<file path="src/rtl/alu_exec_stage.sv">
// Execute stage: single-cycle ALU ops plus an iterative shift-add multiplier.
// Define ALU_MUL_EN to build the multiplier; otherwise op 111 completes at once and is flagged illegal.
module alu_exec_stage #(
  parameter int unsigned WIDTH = 8
) (
  input  logic             clk,
  input  logic             rst,
  input  logic             start,
  input  logic [2:0]       op,
  input  logic [WIDTH-1:0] a,
  input  logic [WIDTH-1:0] b,
  output logic             busy,
  output logic             done,
  output logic [WIDTH-1:0] result,
  output logic             zero,
  output logic             ovf,
  output logic             illegal
);

  localparam logic [2:0] OpAdd = 3'b000;
  localparam logic [2:0] OpSub = 3'b001;
  localparam logic [2:0] OpAnd = 3'b010;
  localparam logic [2:0] OpOr  = 3'b011;
  localparam logic [2:0] OpXor = 3'b100;
  localparam logic [2:0] OpSlt = 3'b101;
  localparam logic [2:0] OpSll = 3'b110;
`ifdef ALU_MUL_EN
  localparam logic [2:0] OpMul = 3'b111;
`endif

  logic [WIDTH-1:0] sum, diff, alu_res;
  logic             alu_ovf, alu_ill;

  logic [WIDTH-1:0] result_q;
  logic             done_q, zero_q, ovf_q, illegal_q;

  always_comb begin
    sum     = a + b;
    diff    = a - b;
    alu_res = '0;
    alu_ovf = 1'b0;
    alu_ill = 1'b0;
    case (op)
      OpAdd: begin
        alu_res = sum;
        alu_ovf = (a[WIDTH-1] == b[WIDTH-1]) && (sum[WIDTH-1] != a[WIDTH-1]);
      end
      OpSub: begin
        alu_res = diff;
        alu_ovf = (a[WIDTH-1] != b[WIDTH-1]) && (diff[WIDTH-1] != a[WIDTH-1]);
      end
      OpAnd:   alu_res = a & b;
      OpOr:    alu_res = a | b;
      OpXor:   alu_res = a ^ b;
      OpSlt:   alu_res[0] = ($signed(a) < $signed(b));
      OpSll:   alu_res = a << b[2:0];
      default: begin
`ifndef ALU_MUL_EN
        alu_ill = 1'b1;
`endif
      end
    endcase
  end

`ifdef ALU_MUL_EN
  localparam int unsigned CntW = $clog2(WIDTH + 1);

  typedef enum logic {StIdle, StMul} state_e;

  state_e             state_q;
  logic [CntW-1:0]    cnt_q;
  logic [2*WIDTH-1:0] acc_q, acc_d, mcand_q;
  logic [WIDTH-1:0]   mplier_q;

  always_comb begin
    acc_d = mplier_q[0] ? (acc_q + mcand_q) : acc_q;
  end

  assign busy = (state_q == StMul);
`else
  assign busy = 1'b0;
`endif

  always_ff @(posedge clk or posedge rst) begin
    if (rst) begin
      result_q  <= '0;
      done_q    <= 1'b0;
      zero_q    <= 1'b1;
      ovf_q     <= 1'b0;
      illegal_q <= 1'b0;
`ifdef ALU_MUL_EN
      state_q   <= StIdle;
      cnt_q     <= '0;
      acc_q     <= '0;
      mcand_q   <= '0;
      mplier_q  <= '0;
`endif
    end else begin
      done_q <= 1'b0;
`ifdef ALU_MUL_EN
      if (state_q == StMul) begin
        // start is ignored here; the last iteration writes straight from acc_d
        acc_q    <= acc_d;
        mcand_q  <= mcand_q << 1;
        mplier_q <= mplier_q >> 1;
        cnt_q    <= cnt_q - 1'b1;
        if (cnt_q == CntW'(1)) begin
          result_q  <= acc_d[WIDTH-1:0];
          zero_q    <= (acc_d[WIDTH-1:0] == '0);
          ovf_q     <= |acc_d[2*WIDTH-1:WIDTH];
          illegal_q <= 1'b0;
          done_q    <= 1'b1;
          state_q   <= StIdle;
        end
      end else if (start && (op == OpMul)) begin
        mcand_q  <= {{WIDTH{1'b0}}, a};
        mplier_q <= b;
        acc_q    <= '0;
        cnt_q    <= CntW'(WIDTH);
        state_q  <= StMul;
      end else
`endif
      if (start) begin
        result_q  <= alu_res;
        zero_q    <= (alu_res == '0);
        ovf_q     <= alu_ovf;
        illegal_q <= alu_ill;
        done_q    <= 1'b1;
      end
    end
  end

  assign result  = result_q;
  assign done    = done_q;
  assign zero    = zero_q;
  assign ovf     = ovf_q;
  assign illegal = illegal_q;

endmodule

</file>
<file path="config.mk">
export PLATFORM = sky130hd
export DESIGN_NAME = alu_exec_stage
export DESIGN_NICKNAME = d
export VERILOG_FILES = /design/src/rtl/alu_exec_stage.sv
export SDC_FILE = /design/constraint.sdc
export NUM_CORES = 1
export LEC_CHECK = 0
export BUFFER_PORTS_ARGS = -buffer_cell sky130_fd_sc_hd__buf_2
export CAP_MARGIN = 20
export CELL_PAD_IN_SITES_DETAIL_PLACEMENT = 1
export CELL_PAD_IN_SITES_GLOBAL_PLACEMENT = 2
export CORE_ASPECT_RATIO = 0.7
export CORE_MARGIN = 2
export CORE_UTILIZATION = 36
export DETAILED_ROUTE_END_ITERATION = 10
export GPL_TIMING_DRIVEN = 0
export PLACE_DENSITY = 0.91
export SYNTH_ARGS = -nofsm -noshare
export SYNTH_HDL_FRONTEND = slang
export SYNTH_SLANG_ARGS = --single-unit
</file>
<file path="constraint.sdc">
create_clock -name clk -period 2.4 [get_ports clk]
set_clock_uncertainty 0.2 [all_clocks]
set_input_delay 0 -clock clk [delete_from_list [all_inputs] [get_ports clk]]
set_output_delay 0 -clock clk [all_outputs]
set_load 0.01 [all_outputs]
</file>
==> results of run 1 <==
-- worst max path at each step --
stage	slack, ns	from	cells past startpoint	endpoint
detailed placement	-0.69	b[1]	11	result[7]
floorplan	0.18	b[1]	10	result[7]
global route	0.007	b[1]	11	result[7]
finish	0.14	b[2]	10	zero
global placement	-0.66	b[1]	11	result[7]
CTS	0.02	b[1]	11	result[7]
-- worst register-to-register path, stage by stage, from the launching register on --
cell     delay (ns)
dfrtp_1        0.37
nor2b_1        0.13
a31o_1         0.19
-- report_power, final --
group          total [mW]  internal, mW  switching [mW]
combinational       0.481         0.196           0.285
clock               0.193         0.117          0.0760
sequential          0.240         0.228          0.0115
-- through the flow --
| step | setup slack [ns] | hold slack [ns] | power (mW) | utilization |
|---|---|---|---|---|
| after floorplan | 0.1802 | -0.3360 | 0.5401 | - |
| after global placement | -0.6592 | -0.1784 | 0.6786 | 0.4133 |
| after detailed placement | -0.6937 | -0.1555 | 0.6919 | 0.4133 |
| after CTS | 0.02102 | 0.1224 | 0.9077 | 0.4335 |
| after global routing | 0.006554 | 0.1538 | 0.9816 | 0.4390 |
| final | 0.1434 | 0.1329 | 0.9141 | 0.4390 |
-- area by class of cell --
| type | instances | share of cell area |
|---|---|---|
| multi-input combinational | 215 | 0.6620 |
| tap | 75 | 0.03790 |
| sequential | 12 | 0.1218 |
| inverter | 26 | 0.04093 |
| buffer | 14 | 0.03840 |
| timing repair buffer | 37 | 0.08085 |
| clock buffer | 4 | 0.01819 |
-- logic make-up (layout without fill, tap and decap cells) --
family,after synthesis,after routing,share of synthesized area
simple gates,94,94,0.2349
flops,12,12,0.1455
other cells,1,1,0.001810
xor+xnor,4,4,0.01691
fa+ha+maj,29,29,0.1824
compound gates,78,78,0.2645
buf+inv,40,81,0.08877
mux,9,9,0.06522
-- cells in the mapped netlist (3+ instances only) --
| library cell | instances |
|---|---|
| a211o_1 | 3 |
| a211oi_1 | 4 |
| a21oi_1 | 19 |
| a31oi_1 | 5 |
| and3_1 | 3 |
| buf_2 | 4 |
| buf_4 | 3 |
| clkbuf_1 | 5 |
| dfrtp_1 | 11 |
| ha_1 | 27 |
| inv_1 | 26 |
| mux2i_1 | 3 |
| nand2_1 | 27 |
| nand2b_1 | 5 |
| nor2_1 | 22 |
| nor2b_1 | 5 |
| nor3_1 | 10 |
| o211ai_1 | 5 |
| o21a_1 | 3 |
| o21ai_0 | 13 |
| o2bb2ai_1 | 5 |
| or3_1 | 4 |
| xnor2_1 | 4 |
-- repair_timing --
action	4_1_cts	5_1_grt
cloned	0	0
setup endpoints to repair	4	3
hold buffers	2	0
gates resized for setup	7	7
hold endpoints to repair	13	0
setup buffers	2	0
pin swaps	2	2
-- routing by layer --
metal  part of all wire  wire length [um]  GRT usage
met3              0.041               287    0.02790
met5                  0                 0          0
met1               0.51              3579     0.3464
met2               0.44              3110     0.3573
met4             0.0048                34    0.02355
-- state kept, by name (all words and copies together) (netlist names) --
name	cells
zero	1
done	1
illegal	1
result	8
ovf	1
==> results.md, run 1 <==
* Status: completed
* Leak at 1.155 nW
* Fin. Hold Viols at 0
* DRC violations left at 0
* Setup tns final at 0 ns
* Largest net degree at the start of global routing at 13
* Most used DFF post-synth: dfrtp_1
* Root buf cell: clkbuf_8
* CTS tree: yes
* Crit share post-route at 0.9402
* CTS sink cnt at 12
* DP HPWL at 5735 um
* Pwr/cell area at 369.2 nW/um2
* Synth top area cells: ha_1 (16%), dfrtp_1 (13%), nand2_1 (4.9%), inv_1 (4.7%), a21oi_1 (4.6%)
* Starting DRT DRC Count at 126
* Worst Tran Pin Value at 0.5119 ns
* Yosys top cell area share at 0.1630
* Hold Crit Start: a[7]
* Rel. slew slack at 0.6584
* Area used by multi-input combinational logic at 1639 um2
* Reg2reg setup slack at 1.40 ns
* Worst path max stage delay at 0.45 ns
* RSZ-0062 raised after global routing: false
* Vias in the first global route at 2094
* Number of enable flip-flop cells after synthesis at 0
* Num CTS Buffers at 3
* Placer Congestion at 0.8675
* Layout net count at 360
* Via count at 2154
* Critical Path AT at 2.22 ns
* Antenna diodes at 0
* H-tree levels at 1
* Worst hold-check path type: in -> reg
* Crit-path leading delay family: simple AND/OR/NAND/NOR gates
* Peak Freq at 443.1 MHz
* WP data required at 2.36 ns
* Hold depth at 4
* Reg-to-reg endpoint: result[7]
* Post-layout min period at 2.257 ns
* Starting density of the core at 0.3673
* Routed vias/inst at 5.624
* Reg-to-Reg Start: result[7]
* Row count at 23
* Max-slew violation count at 0
* Placed cell count at 375
* Post-synth cell types at 66
* Non-filler instance count after layout at 383
* Most frequent cells in the layout: buf_2 (37), nand2_1 (27), inv_1 (25), ha_1 (25), nor2_1 (22)
* ANT nets after route at 0
* IO Count at 35
* CP Launch Type: primary input
* FFs w/ async S/R, synth at 1.000
* Core ar. at 5640 um2
* Critical path class: in -> reg
* Post-Synthesis Cells at 267
* Mean Syn Cell Area at 7.760 um2
* Synthesized Nets at 318
* Antenna violations before repair at 0
* Critical-path cell list: buf_2 -> inv_1 -> ha_2 -> o21ai_0 -> nor2_1 -> mux2_1 -> nor3_1 -> nor4_4 -> nand2_1 -> o31ai_2
* P&R area growth vs syn at 19.50%
* Worst Path Max Fanout at 10
* Worst vdd ir at 0.0001502 V
* Grt ovf at 0
* Hold Path End: ovf
* Clk Latency, worst-skew pair at 0.24 ns
* Setup violations, final at 0
* Die W at 94.68 um
* Share of post-route cells with drive strength above 1 at 0.2240
* Commonest non-fill, non-tap cell in the layout: buf_2
* WL final at 7011 um
* Port Buf Inserts at 33
* TritonRoute pass-1 iters at 4
* Tot GR Track Use at 0.2283
* Final Instance Area at 2476 um2
* Reg2reg path depth at 2
* Max cap viols at 0
* First-pass GRT wire length at 11160 um
* DIE AREA at 6388 um2
* Worst Path Buf+Inv at 2
* CTS clk-pin slew, worst paths at 0.06 ns
* Yosys synthesis warning count at 0
* Synth area leader: ha_1
* Critical Path Slowest Stage Cell: ha_2
* Register area share after synthesis at 0.1455
* # fillers at 721
* Die height at 67.48 um
* Post-Syn Area at 2072 um2
* Area after DPL at 2331 um2
* DR WL/cell at 18.31 um
* Max clock buf depth at 2
* Worst Setup End Kind: flop
* Yosys reg bits at 12
* Seq. cell area at 301.5 um2
(Power assumes the default switching activity.)
==> inputs of run 2 (changes only) <==
--- a/config.mk
+++ b/config.mk
@@ -10,7 +10,6 @@
 export CELL_PAD_IN_SITES_DETAIL_PLACEMENT = 1
 export CELL_PAD_IN_SITES_GLOBAL_PLACEMENT = 2
 export CORE_ASPECT_RATIO = 0.7
-export CORE_MARGIN = 2
 export CORE_UTILIZATION = 36
 export DETAILED_ROUTE_END_ITERATION = 10
 export GPL_TIMING_DRIVEN = 0
==> constraint.sdc (replaced) <==
create_clock -name clk -period 2.8 [get_ports clk]
set_clock_uncertainty 0.2 [all_clocks]
set_input_delay 0 -clock clk [delete_from_list [all_inputs] [get_ports clk]]
set_output_delay 0 -clock clk [all_outputs]
set_load 0.005 [all_outputs]
==> run 2 against run 1 <==
Critical path type unchanged; register-to-register slack better by 0.38 ns; via count is 2.9% higher; power is 16% lower; core utilization is 0.63 points higher; cell count is 1.3% lower.
==> results.md, run 2 (synthesized netlist as in run 1, its figures left out) <==
* Starting density of the core at 0.3840 (was 0.3673)
* Setup tns final at 0 ns (unchanged)
* Rel. slew slack at 0.6271 (was 0.6584)
* Share of post-route cells with drive strength above 1 at 0.1961 (was 0.2240)
* Max clock buf depth at 2 (unchanged)
* Setup violations, final at 0 (unchanged)
* Reg-to-reg endpoint: result[7] (unchanged)
* Status: completed (unchanged)
* DRC violations left at 0 (unchanged)
* Critical Path End: result[7] (was zero)
* Antenna violations before repair at 0 (unchanged)
* Layout net count at 358 (was 360)
* IO Count at 35 (unchanged)
* Reg2reg path depth at 2 (unchanged)
* Antenna diodes at 0 (unchanged)
* Die height at 65.48 um (was 67.48 um)
* Overall power at 764.4 uW (was 914.1 uW)
* Grt ovf at 0 (unchanged)
* ANT nets after route at 0 (unchanged)
* Reg-to-Reg Start: result[7] (unchanged)
* Pwr/cell area at 318.2 nW/um2 (was 369.2 nW/um2)
* Seq. cell area at 301.5 um2 (unchanged)
* Post-CTS Setup Bufs at 0 (was 2)
* Max cap viols at 0 (unchanged)
* Worst hold-check path type: in -> async (was in -> reg)
* Num CTS Buffers at 3 (unchanged)
* Vias in the first global route at 2166 (was 2094)
* Starting DRT DRC Count at 214 (was 126)
* # fillers at 715 (was 721)
* CTS tree: yes (unchanged)
* Worst Setup End Kind: flop (unchanged)
* Placer Congestion at 0.8811 (was 0.8675)
* Routed vias/inst at 5.865 (was 5.624)
* CTS sink cnt at 12 (unchanged)
* WL final at 7102 um (was 7011 um)
* Reg2reg setup slack at 1.78 ns (was 1.40 ns)
* Row count at 22 (was 23)
* Fin. Hold Viols at 0 (unchanged)
* Clk Latency, worst-skew pair at 0.24 ns (about the same)
* Critical path class: in -> reg (unchanged)
* TritonRoute pass-1 iters at 4 (unchanged)
* Leak at 1.138 nW (was 1.155 nW)
* DR WL/cell at 18.79 um (was 18.31 um)
* CP Launch Type: primary input (unchanged)
* H-tree levels at 1 (unchanged)
* Critical Path AT at 2.52 ns (was 2.22 ns)
* P&R area growth vs syn at 15.94% (was 19.50%)
* Commonest non-fill, non-tap cell in the layout: buf_2 (unchanged)
* Placed cell count at 372 (was 375)
* Post-layout min period at 2.584 ns
* WP data required at 2.73 ns (was 2.36 ns)
* Core ar. at 5395 um2 (was 5640 um2)
* Crit share post-route at 0.9229
* CTS clk-pin slew, worst paths at 0.06 ns (about the same)
* DP HPWL at 5723 um (was 5735 um)
* Largest net degree at the start of global routing at 13 (unchanged)
* Die W at 92.68 um (was 94.68 um)
* Most frequent cells in the layout: buf_2 (37), nand2_1 (27), ha_1 (27), inv_1 (26), nor2_1 (22) (was buf_2 (37), nand2_1 (27), inv_1 (25), ha_1 (25), nor2_1 (22))
* Worst Tran Pin Value at 0.5535 ns (was 0.5119 ns)
* CP Launch Point: b[1] (was b[2])
* Root buf cell: clkbuf_8 (unchanged)
* Tot GR Track Use at 0.2496 (was 0.2283)
* Worst Path Max Fanout at 10 (unchanged)
* Final Instance Area at 2402 um2 (was 2476 um2)
* Port Buf Inserts at 33 (unchanged)
* RSZ-0062 raised after global routing: false (unchanged)
* Area used by multi-input combinational logic at 1597 um2 (was 1639 um2)
* Max-slew violation count at 0 (unchanged)
* Peak Freq at 387.0 MHz
* DIE AREA at 6068 um2 (was 6388 um2)
* Via count at 2217 (was 2154)
* Worst vdd ir at 0.0001328 V (was 0.0001502 V)
* Max reg flops at 8 (unchanged)
* Area after DPL at 2327 um2 (was 2331 um2)
* Non-filler instance count after layout at 378 (was 383)
* First-pass GRT wire length at 11560 um (was 11160 um)
[run 2: worst min path at each step]
stage | startpoint | end | slack, ns | cells past startpoint
5_1_grt | a[7] | ovf | 0.15 | 4
3_5_place_dp | rst | result[4] | -0.18 | 2
2_1_floorplan | rst | done | -0.34 | 1
6_report | rst | result[4] | 0.12 | 3
4_1_cts | rst | result[5] | 0.12 | 3
3_3_place_gp | rst | result[5] | -0.17 | 2
[run 2: stage by stage]
stage | worst slack (ns) | hold WS, ns | util
after global placement | -0.2253 | -0.1747 | 0.4314
after global routing | 0.07677 | 0.1498 | 0.4453
after detailed placement | -0.2593 | -0.1756 | 0.4314
final | 0.2157 | 0.1202 | 0.4453
after floorplan | 0.5802 | -0.3360 | -
after CTS | 0.1549 | 0.1152 | 0.4446
[run 2: worst max-delay path, stage by stage]
cell and delay, ns:
buf_2 0.16, buf_4 0.20, inv_1 0.14, ha_1 0.36, or2_1 0.26, a221oi_2 0.45, nor3_1 0.13, a21oi_2 0.26
or3_1 0.15, nand4_1 0.14, a31o_1 0.27
[run 2: layout make-up]
cell class                      instances  share of cell area
Sequential cell                        12              0.1255
Clock buffer                            4             0.01875
Timing Repair Buffer                   35             0.07708
Tap cell                               72             0.03750
Multi-Input combinational cell        215              0.6646
Inverter                               26             0.04063
Buffer                                 14             0.03594
[run 2: repair_timing]
item	CTS	global route
hold endpoints to repair	13	0
endpoints found under the setup margin	2	2
pin swaps	0	0
hold buffers	2	0
resized for setup	1	1
[run 2: power by group]
group,internal (mW),switching [mW]
Combinational,0.157,0.234
Clock,0.100,0.0671
Sequential,0.196,0.0100
Total,0.454,0.311
[run 2: layer usage]
layer / track usage / vias up / wire length (um)
li1: - / 1039 / -
met1: 0.3703 / 1098 / 3513
met2: 0.3889 / 74 / 3126
met3: 0.03935 / 6 / 413
met4: 0.03269 / 0 / 49
met5: 0 / - / 0
